--- config.mk ---
export PLATFORM = sky130hd
export DESIGN_NAME = serial_adder
export DESIGN_NICKNAME = d
export VERILOG_FILES = /design/src/rtl/serial_adder_pkg.sv /design/src/rtl/FullAdder.sv /design/src/rtl/serial_adder_ctrl.sv /design/src/rtl/serial_adder.sv
export SDC_FILE = /design/constraint.sdc
export NUM_CORES = 1
export LEC_CHECK = 0
export ABC_AREA = 1
export BUFFER_PORTS_ARGS = -buffer_cell sky130_fd_sc_hd__buf_2
export CAP_MARGIN = 20
export CORE_ASPECT_RATIO = 0.75
export CORE_MARGIN = 4
export CORE_UTILIZATION = 52
export DETAILED_ROUTE_END_ITERATION = 7
export GPL_ROUTABILITY_DRIVEN = 0
export PLACE_DENSITY_LB_ADDON = 0.08
export REMOVE_ABC_BUFFERS = 1
export SLEW_MARGIN = 20
export SYNTH_ARGS = -nofsm -noshare
export SYNTH_HDL_FRONTEND = slang
export SYNTH_SLANG_ARGS = --single-unit
--- constraint.sdc ---
create_clock -name clock -period 1.8 [get_ports clock]
set_input_delay 0.09 -clock clock [delete_from_list [all_inputs] [get_ports clock]]
set_output_delay 0.09 -clock clock [all_outputs]
set_load 0.005 [all_outputs]
--- src/rtl/serial_adder_pkg.sv ---
// Shared constants for the bit-serial adder: FSM state encodings and default sizing.
package serial_adder_pkg;

    // FSM state encodings
    localparam logic [1:0] S_IDLE = 2'd0;
    localparam logic [1:0] S_RUN  = 2'd1;
    localparam logic [1:0] S_DONE = 2'd2;

    // Default sizing: one Hack word, with a counter wide enough to index every bit
    localparam int unsigned DEFAULT_WIDTH = 16;
    localparam int unsigned DEFAULT_CNT_W = 4;

endpackage

--- src/rtl/FullAdder.sv ---
// One-bit full adder cell used as the bit slice of the serial adder.
module FullAdder (
    input  logic a,
    input  logic b,
    input  logic cin,
    output logic sum,
    output logic cout
);

    // Plain combinational sum and majority carry
    always_comb begin
        sum  = a ^ b ^ cin;
        cout = (a & b) | (a & cin) | (b & cin);
    end

endmodule

--- src/rtl/serial_adder_ctrl.sv ---
// Sequencer for the serial adder: IDLE/RUN/DONE FSM, bit counter and both handshakes.
module serial_adder_ctrl
    import serial_adder_pkg::*;
#(
    parameter int unsigned WIDTH = DEFAULT_WIDTH,
    parameter int unsigned CNT_W = DEFAULT_CNT_W
) (
    input  logic clock,
    input  logic reset,
    input  logic in_valid,
    input  logic out_ready,
    output logic in_ready,
    output logic out_valid,
    output logic busy,
    output logic load,  // operands captured at this edge
    output logic run,   // one bit is added at this edge
    output logic msb    // this edge adds the most significant bit
);

    logic [1:0]       state_q, state_d;
    logic [CNT_W-1:0] count_q, count_d;

    // Next-state, counter and handshake decode
    always_comb begin
        state_d   = state_q;
        count_d   = count_q;
        in_ready  = 1'b0;
        out_valid = 1'b0;
        busy      = 1'b0;
        load      = 1'b0;
        run       = 1'b0;
        msb       = 1'b0;
        case (state_q)
            S_IDLE: begin
                in_ready = 1'b1;
                if (in_valid) begin
                    load    = 1'b1;
                    count_d = '0;
                    state_d = S_RUN;
                end
            end
            S_RUN: begin
                busy    = 1'b1;
                run     = 1'b1;
                count_d = count_q + CNT_W'(1);
                if (count_q == CNT_W'(WIDTH - 1)) begin
                    msb     = 1'b1;
                    state_d = S_DONE;
                end
            end
            S_DONE: begin
                out_valid = 1'b1;
                // Returning to IDLE here; new operands are only taken from IDLE
                if (out_ready) begin
                    state_d = S_IDLE;
                end
            end
            default: begin
                state_d = S_IDLE;
            end
        endcase
    end

    // State and counter registers
    always_ff @(posedge clock or posedge reset) begin
        if (reset) begin
            state_q <= S_IDLE;
            count_q <= '0;
        end else begin
            state_q <= state_d;
            count_q <= count_d;
        end
    end

endmodule

--- src/rtl/serial_adder.sv ---
// Bit-serial two's-complement adder: operand/result shift registers, carry flop and one
// FullAdder slice, sequenced by serial_adder_ctrl. Adds one bit per clock, LSB first.
module serial_adder
    import serial_adder_pkg::*;
#(
    parameter int unsigned WIDTH = DEFAULT_WIDTH,
    parameter int unsigned CNT_W = DEFAULT_CNT_W
) (
    input  logic             clock,
    input  logic             reset,
    input  logic             in_valid,
    output logic             in_ready,
    input  logic [WIDTH-1:0] a,
    input  logic [WIDTH-1:0] b,
    input  logic             cin,
    output logic             out_valid,
    input  logic             out_ready,
    output logic [WIDTH-1:0] sum,
    output logic             cout,
    output logic             overflow,
    output logic             busy
);

    logic             load, run, msb;
    logic [WIDTH-1:0] a_sr_q, a_sr_d;
    logic [WIDTH-1:0] b_sr_q, b_sr_d;
    logic [WIDTH-1:0] sum_sr_q, sum_sr_d;
    logic             carry_q, carry_d;
    logic             cout_q, cout_d;
    logic             ovf_q, ovf_d;
    logic             fa_sum, fa_cout;

    serial_adder_ctrl #(
        .WIDTH (WIDTH),
        .CNT_W (CNT_W)
    ) u_ctrl (
        .clock     (clock),
        .reset     (reset),
        .in_valid  (in_valid),
        .out_ready (out_ready),
        .in_ready  (in_ready),
        .out_valid (out_valid),
        .busy      (busy),
        .load      (load),
        .run       (run),
        .msb       (msb)
    );

    FullAdder u_fa (
        .a    (a_sr_q[0]),
        .b    (b_sr_q[0]),
        .cin  (carry_q),
        .sum  (fa_sum),
        .cout (fa_cout)
    );

    // Datapath next state: load operands, or shift one bit through the adder slice
    always_comb begin
        a_sr_d   = a_sr_q;
        b_sr_d   = b_sr_q;
        sum_sr_d = sum_sr_q;
        carry_d  = carry_q;
        cout_d   = cout_q;
        ovf_d    = ovf_q;
        if (load) begin
            a_sr_d  = a;
            b_sr_d  = b;
            carry_d = cin;
        end else if (run) begin
            a_sr_d   = {1'b0, a_sr_q[WIDTH-1:1]};
            b_sr_d   = {1'b0, b_sr_q[WIDTH-1:1]};
            sum_sr_d = {fa_sum, sum_sr_q[WIDTH-1:1]};
            carry_d  = fa_cout;
            // On the MSB slice carry_q is the carry into the sign bit
            if (msb) begin
                cout_d = fa_cout;
                ovf_d  = carry_q ^ fa_cout;
            end
        end
    end

    // Datapath registers
    always_ff @(posedge clock or posedge reset) begin
        if (reset) begin
            a_sr_q   <= '0;
            b_sr_q   <= '0;
            sum_sr_q <= '0;
            carry_q  <= 1'b0;
            cout_q   <= 1'b0;
            ovf_q    <= 1'b0;
        end else begin
            a_sr_q   <= a_sr_d;
            b_sr_q   <= b_sr_d;
            sum_sr_q <= sum_sr_d;
            carry_q  <= carry_d;
            cout_q   <= cout_d;
            ovf_q    <= ovf_d;
        end
    end

    assign sum      = sum_sr_q;
    assign cout     = cout_q;
    assign overflow = ovf_q;

endmodule

==> results of run 1 <==
==> worst paths after layout <==
kind	startpoint	cells past startpoint	end	slack (ps)
worst min register to register	sum[0]	2	sum[0]	470
max in group asynchronous	reset	4	sum[12]	910
worst max-delay path	u_ctrl.state_q[0]	3	in_ready	260
min in group asynchronous	reset	3	a_sr_q[13]	290
worst max register to register	u_ctrl.state_q[1]	6	a_sr_q[4]	440
worst min-delay path	b[4]	3	b_sr_q[4]	8
==> per-layer routing <==
| metal | vias up | wire length [um] |
|---|---|---|
| li1 | 1081 | - |
| met2 | 53 | 2500 |
| met4 | 0 | 74 |
| met1 | 1010 | 2540 |
| met5 | - | 0 |
| met3 | 8 | 296 |
==> kinds of logic after synthesis <==
group,count (synthesis),share of synthesized area (%)
adders and majority gates,2,1.29
AOI/OAI and AO/OA,7,1.94
DFF,57,56.7
and+or+nand+nor,198,33.7
buffers and inverters,23,5.72
xor gates and xnor gates,2,0.696
==> metrics by stage <==
step / util (%) / hold WS, ps
finish: 69.2 / 8.09
CTS: 68.9 / 1.77
global route: 69.2 / 7.78
floorplan: - / 188
global placement: 61.9 / 95.3
detailed placement: 61.9 / 92.9
==> sequential cells by signal (all words and copies together), names as in the netlist <==
name	count
a_sr_q	16
b_sr_q	16
carry_q	1
cout	1
overflow	1
sum	16
u_ctrl.count_q	4
u_ctrl.state_q	2
==> worst register-to-register path: cells and delay by family, from the launching register on <==
family	cells	cell delay (ps)
DFF	1	410
buffers and inverters	3	630
and+or+nand+nor	3	270
==> power breakdown <==
part           internal, W  switching (W)
Clock             0.000597       0.000484
Combinational     0.000719        0.00100
Sequential         0.00182       0.000359
Total              0.00314        0.00185
==> Yosys cell counts <==
master    number  area share (%)
buf_2          8             1.6
nand3_1       67              13
o21ai_4        1            0.65
o31ai_1        1            0.30
o21ai_0        5            0.99
nand2_2        1            0.25
inv_4          1            0.25
xor2_1         1            0.35
nor2_1         1            0.15
nor2_4         2            0.90
dfrtp_1       57              57
fa_1           1            0.80
nand4_1        1            0.25
xnor2_1        1            0.35
clkbuf_1       3            0.45
inv_1          5            0.75
ha_1           1            0.50
nand2_1      126              19
buf_6          6             2.7
==> cell type report <==
cell class | count | area, sq um | area share [%]
well taps | 57 | 71.3 | 2.26
clock inverters | 3 | 15.0 | 0.475
flip-flops and latches | 57 | 1430 | 45.1
repair buffers | 79 | 513 | 16.2
inverters | 6 | 25.0 | 0.791
clock buffers | 12 | 165 | 5.22
multi-input cells | 209 | 946 | 29.9
==> layout by cell type, fill, tap and decap left out, drive strengths merged <==
| cell type | n |
|---|---|
| o21ai | 6 |
| dfrtp | 57 |
| dlygate4sd3 | 15 |
| xnor2 | 1 |
| xor2 | 1 |
| fa | 1 |
| nand3 | 67 |
| nor2 | 3 |
| buf | 64 |
| nand2 | 127 |
| ha | 1 |
| nand4 | 1 |
| o31ai | 1 |
| clkbuf | 12 |
| clkinv | 3 |
| inv | 6 |
==> repair_timing <==
item                       4_1_cts  5_1_grt
resized for setup                0        0
hold endpoints to repair        28        1
hold buffers                    14        1
setup endpoints to repair        0        0
==> flow_summary.toml, run 1 <==
[cts]
path_clk_slew_ps = 60
clock-sinks = 57
insertion_delay_ps = 330
cts_tree = "built"
cts_setup_buffers = 0
htreeDepth = 3
numCtsBuffers = 9
cts.path.max_buffers = 2
cts_root_buffer = "clkbuf_8"

[worst_setup_path]
critPathTopFamily = "buffers and inverters"
path_buf_inv = 2
path_cells = "nor2_4 > buf_4 > buf_2"
crit_path_end_kind = "primary output"
crit_arrival_ps = 1450
crit_fanout = 35
worstSetupPathType = "reg -> out"
start_kind = "register"
crit_required_ps = 1710
cp_slowest_stage_delay_ps = 480
cp_slowest_cell = "dfrtp_1"

[die]
die_h_um = 68.2
die_area_sq_um = 6030
initial_core_util_pct = 55.0
coreArea_sq_um = 4570
design.portCount = 58
die_width_um = 88.3
num_rows = 21

[flow_run]
cap_violations = 0

[sta]
worst_pin_slew_ps = 392
finalSetupViolCount = 0
rsz0062_at_grt = "false"
hold_viol_final = 0
tns_ps = 0
layout_min_cycle_time_ps = 1540
slew_violations = 0
max_freq_mhz = 651
setup_slack_ps = 264
fin_worst_skew_ps = 8.09
fin_crit_sh_pct = 85.4
relSlewSlack_pct = 73.8

[place]
io_buffers = 57
dpl_cell_area_sq_um = 2830
dp.cells = 393
pre_cts_ws_ps = 445
dp_hpwl_um = 3470

[detailed_routing]
vias_per_cell = 5.09
dr.pass1.iters = 4
drc_errors = 0
drt_first_iter_violations = 131
finalWirelength_um = 5420
ant_nets = 0
via_count = 2152
wl_per_cell_um = 12.8

[pwr]
total_power_w = 0.00499
p_leak_nw = 1.68
power_density_nw_per_um2 = 1580
vdd_drop_max_v = 0.00145

[logic_synthesis]
seq_area_frac_synth_pct = 56.7
synth_cell_types = 19
synth_area_sq_um = 2520
synthCells = 289
syn_area_per_cell_sq_um = 8.71
synth_seq_cells = 57
synth_warnings = 0

[grt]
use_met1_pct = 27.0
gr-total-overflow = 0
grt_pass1_wl_um = 9160
use_met2_pct = 30.8
antenna_found_initial = 0
use_met3_pct = 6.26
grt_util_all_layers_pct = 20.2
gr-max-usage-layer = "met2"
grt_pass1_vias = 2059
grt_max_degree = 38

[cells_and_area]
diodes = 0
layout.cells.non_filler = 423
fin_nets = 401
area_growth_pct = 25.7
nFillCells = 416
final_layout_size_suffix_gt1_share_pct = 23.2
final_area_sq_um = 3160

[hold_path]
hp-class = "in -> reg"

[run_status]
status = "finished, final reports clean"
No activity file was read; power rests on OpenSTA's default activity.
==> inputs of run 2 (changes only) <==
--- a/config.mk
+++ b/config.mk
@@ -13,5 +13,4 @@
 export CORE_UTILIZATION = 52
 export DETAILED_ROUTE_END_ITERATION = 7
-export GPL_ROUTABILITY_DRIVEN = 0
 export PLACE_DENSITY_LB_ADDON = 0.08
 export REMOVE_ABC_BUFFERS = 1
==> constraint.sdc (replaced) <==
create_clock -name clock -period 1.8 [get_ports clock]
set_input_delay 0.18 -clock clock [delete_from_list [all_inputs] [get_ports clock]]
set_output_delay 0.18 -clock clock [all_outputs]
set_load 0.005 [all_outputs]
==> run 2 against run 1 <==
Net effect: via count fell by 7.2%; critical path depth grew 1; worst setup slack worse by 140 ps; register-to-register slack worse by 20 ps; core utilization down 3.4 points; routed wire length decreased by 5.2%; largest cell class unchanged; highest routed layer unchanged.
==> flow_summary.toml, run 2 (synthesis results as in run 1) <==
[cells_and_area]
area_growth_pct = 19.5
final_common_cell = "nand2_1"
diodes = 0
layout.cells.non_filler = 409
nFillCells = 404
final_layout_size_suffix_gt1_share_pct = 23.6
fin_nets = 386
final_cell_mix = "nand2_1, nand3_1, dfrtp_1, buf_2, clkbuf_8"

[detailed_routing]
wl_per_cell_um = 12.6
vias_per_cell = 4.89
drt_first_iter_violations = 135
ant_nets = 0
dr.pass1.iters = 4
finalWirelength_um = 5140
drc_errors = 0
via_count = 1998

[worst_setup_path]
crit_path_end_kind = "primary output"
crit_arrival_ps = 1500
worstSetupPathType = "reg -> out"
r2r_cells = 6
start_kind = "register"
crit_fanout = 36
r2r_slack_ps = 420
crit_required_ps = 1620

[die]
die_area_sq_um = 6030
die_h_um = 68.2
die_width_um = 88.3
design.portCount = 58
coreArea_sq_um = 4570
num_rows = 21
initial_core_util_pct = 55.0

[grt]
grt_util_all_layers_pct = 18.9
grt_pass1_vias = 1819
grt_max_degree = 58
gr-total-overflow = 0
antenna_found_initial = 0
grt_pass1_wl_um = 8490

[sta]
fin_crit_sh_pct = 93.4
tns_ps = 0
rsz0062_at_grt = "false"
slew_violations = 0
worst_pin_slew_ps = 391
hold_viol_final = 0
fin_worst_skew_ps = 6.06
max_freq_mhz = 595
layout_min_cycle_time_ps = 1680
setup_slack_ps = 119
relSlewSlack_pct = 73.9
finalSetupViolCount = 0

[place]
routabilityCongestion = 0.786
dp.cells = 392
io_buffers = 57
dp_hpwl_um = 3230
pre_cts_ws_ps = 432

[pwr]
power_density_nw_per_um2 = 1640
p_leak_nw = 1.61
vdd_drop_max_v = 0.00121

[hold_path]
hp-class = "in -> reg"
worstHoldPathCells = 2

[flow_run]
cap_violations = 0

[cts]
htreeDepth = 3
cts.path.max_buffers = 2
path_clk_slew_ps = 60
cts_tree = "built"
clock-sinks = 57
numCtsBuffers = 9
insertion_delay_ps = 330
cts_resized = 0
cts_root_buffer = "clkbuf_8"

[run_status]
status = "finished, final reports clean"
## run 2: changes by cell type in the layout (fill, tap and decap cells not counted)
cell / delta
dlygate4sd3_1: -14
buf_4: -1
clkbuf_8: -1
clkbuf_1: +2
## run 2: what timing repair did
action                                  4_1_cts  5_1_grt
endpoints found under the hold margin        57        0
hold buffers                                  1        0
endpoints found under the setup margin        0        0
buffers inserted                              0        0
## run 2: layout make-up
cell class | count | area (sq um) | share of cell area (%)
timing repair buffer | 64 | 365 | 12.1
multi-input combinational | 209 | 946 | 31.4
tap | 57 | 71.3 | 2.37
inverter | 6 | 25.0 | 0.832
sequential | 57 | 1430 | 47.4
clock buffer | 13 | 159 | 5.28
clock inverter | 3 | 15.0 | 0.499
## run 2: worst max-delay path: stages (launching register included)
cell     delay [ps]
dfrtp_1         410
inv_1           170
nand2_2         100
inv_4           300
buf_2           190
## run 2: where the power goes
group | leakage, nW | internal, W | switching (W)
Sequential | 0.735 | 0.00182 | 0.000361
Clock | 0.0932 | 0.000568 | 0.000480
Combinational | 0.787 | 0.000696 | 0.000997
## run 2: per-stage QoR
stage	total power, W	cell area, sq um	hold WS (ps)	utilization [%]
finish	0.00493	3010	50.0	65.8
global route	0.00536	3010	37.7	65.8
CTS	0.00498	3010	29.9	65.8
detailed placement	0.00392	2820	261	61.8
global placement	0.00386	2820	259	61.8
floorplan	0.00322	2400	278	-
## run 2: metal layers
| layer | up-vias | share of wire (%) | track usage [%] |
|---|---|---|---|
| met4 | 0 | 0.49 | 5.66 |
| met1 | 899 | 52 | 26.8 |
| met5 | - | 0 | 0 |
| met3 | 4 | 6.0 | 7.34 |
| met2 | 46 | 41 | 26.9 |
| li1 | 1049 | - | - |
## run 2: path summary, 6_finish.rpt
path                                    from           endpoint
hold / removal                     out_ready  u_ctrl.state_q[1]
min in group asynchronous              reset         b_sr_q[14]
hold reg to reg                   b_sr_q[15]         b_sr_q[15]
setup reg to reg           u_ctrl.state_q[1]          b_sr_q[8]
setup / recovery           u_ctrl.state_q[1]               busy
max in group asynchronous              reset          a_sr_q[0]
==> inputs of run 3 (changes only) <==
PLACE_DENSITY_LB_ADDON = 0.25   (was 0.08)
RECOVER_POWER = 100   (was unset)
==> run 3 against run 2 <==
Net effect: non-clock buffer count up 2; sequential cell count unchanged; clock power down 7%; sequential share of layout area up 0.66 points; critical path type unchanged.
==> flow_summary.toml, run 3 (synthesis results as in run 1) <==
[cts]
path_clk_slew_ps = 60
cts.path.max_buffers = 2
hold_buffers = 1
cts_resized = 0
insertion_delay_ps = 320
cts_root_buffer = "clkbuf_8"
htreeDepth = 3
cts_tree = "built"
clock-sinks = 57
numCtsBuffers = 9
cts_setup_buffers = 0

[cells_and_area]
final_layout_size_suffix_gt1_share_pct = 21.8
final_cell_mix = "nand2_1, nand3_1, dfrtp_1"
layout.cells.non_filler = 410
fin_nets = 388
regArea_sq_um = 1430
multi_input_area_sq_um = 946
final_area_sq_um = 2970
diodes = 0
final_common_cell = "nand2_1"
area_growth_pct = 17.9
nFillCells = 434

[grt]
gr-total-overflow = 0
grt_pass1_wl_um = 8440
grt_max_degree = 58
grt_pass1_vias = 1847
antenna_found_initial = 0
grt_util_all_layers_pct = 18.7

[sta]
finalSetupViolCount = 0
tns_ps = 0
rsz0062_at_grt = "false"
layout_min_cycle_time_ps = 1670
max_freq_mhz = 599
relSlewSlack_pct = 50.2
slew_violations = 0
fin_worst_skew_ps = 6.10
fin_crit_sh_pct = 92.8
hold_viol_final = 0
worst_pin_slew_ps = 748

[detailed_routing]
drc_errors = 0
dr.pass1.iters = 4
finalWirelength_um = 4970
via_count = 2053
ant_nets = 0
wl_per_cell_um = 12.1
vias_per_cell = 5.01
drt_first_iter_violations = 138

[flow_run]
cap_violations = 0

[pwr]
clockPowerShare_pct = 20.4
p_int_w = 0.00300
power_density_nw_per_um2 = 1610
power_frac_comb_pct = 34.1
seqPwrFrac_pct = 45.5
switching_share_pct = 37.4
p_sw_w = 0.00179
vdd_drop_max_v = 0.000887
p_leak_nw = 1.58

[worst_setup_path]
path_buf_inv = 3
crit_path_end_kind = "primary output"
cp_slowest_cell = "dfrtp_1"
start_kind = "register"
critPathTopFamily = "buffers and inverters"
path_cells = "inv_1 > nand2_2 > inv_4 > buf_2"
cp_slowest_stage_delay_ps = 400
crit_fanout = 38
crit_arrival_ps = 1490
worstSetupPathType = "reg -> out"
crit_required_ps = 1620

[hold_path]
hp-class = "in -> reg"

[die]
initial_core_util_pct = 55.0
die_h_um = 68.2
die_area_sq_um = 6030
die_width_um = 88.3
num_rows = 21
coreArea_sq_um = 4570
design.portCount = 58

[place]
dp_hpwl_um = 3260
routabilityCongestion = 0.751
io_buffers = 57
dpl_cell_area_sq_um = 2830
dp.cells = 394

[run_status]
status = "finished, final reports clean"
## run 3: area by class of cell
class | instances | share of cell area (%)
timing repair buffer | 66 | 11.3
clock inverter | 4 | 0.675
tap | 57 | 2.40
inverter | 6 | 0.844
multi-input combinational | 209 | 31.9
sequential | 57 | 48.1
clock buffer | 11 | 4.77
## run 3: final timing paths
kind / from / to / slack, ps / cells past startpoint
worst max-delay path: u_ctrl.state_q[1] / busy / 130 / 4
worst min-delay path: out_ready / u_ctrl.state_q[1] / 40 / 2
worst max register to register: u_ctrl.state_q[0] / a_sr_q[1] / 240 / 4
worst min register to register: b_sr_q[15] / b_sr_q[15] / 480 / 2
max in group asynchronous: reset / u_ctrl.state_q[0] / 680 / 4
min in group asynchronous: reset / b_sr_q[15] / 630 / 4
## run 3: per-stage QoR
stage	setup WS [ps]	util, %	total power, W	hold slack (ps)
floorplan	220	-	0.00322	278
global placement	463	61.8	0.00384	263
detailed placement	402	61.8	0.00391	262
CTS	105	65.6	0.00490	35.2
global route	33.1	64.9	0.00523	34.1
finish	130	64.9	0.00479	43.8
## run 3: routing by layer
| metal | up-vias | routed length [um] | global-route usage, % |
|---|---|---|---|
| met3 | 2 | 351 | 6.26 |
| met2 | 56 | 2160 | 27.3 |
| met5 | - | 0 | 0 |
| li1 | 1053 | - | - |
| met1 | 942 | 2430 | 25.6 |
| met4 | 0 | 29 | 7.92 |
## run 3: power groups by stage
stage / Combinational (W) / Clock [W] / Sequential, W
finish: 0.00163 / 0.000975 / 0.00218
global route: 0.00191 / 0.00107 / 0.00225
CTS: 0.00172 / 0.00100 / 0.00218
detailed placement: 0.00171 / 0 / 0.00219
global placement: 0.00165 / 0 / 0.00219
floorplan: 0.00107 / 0 / 0.00216
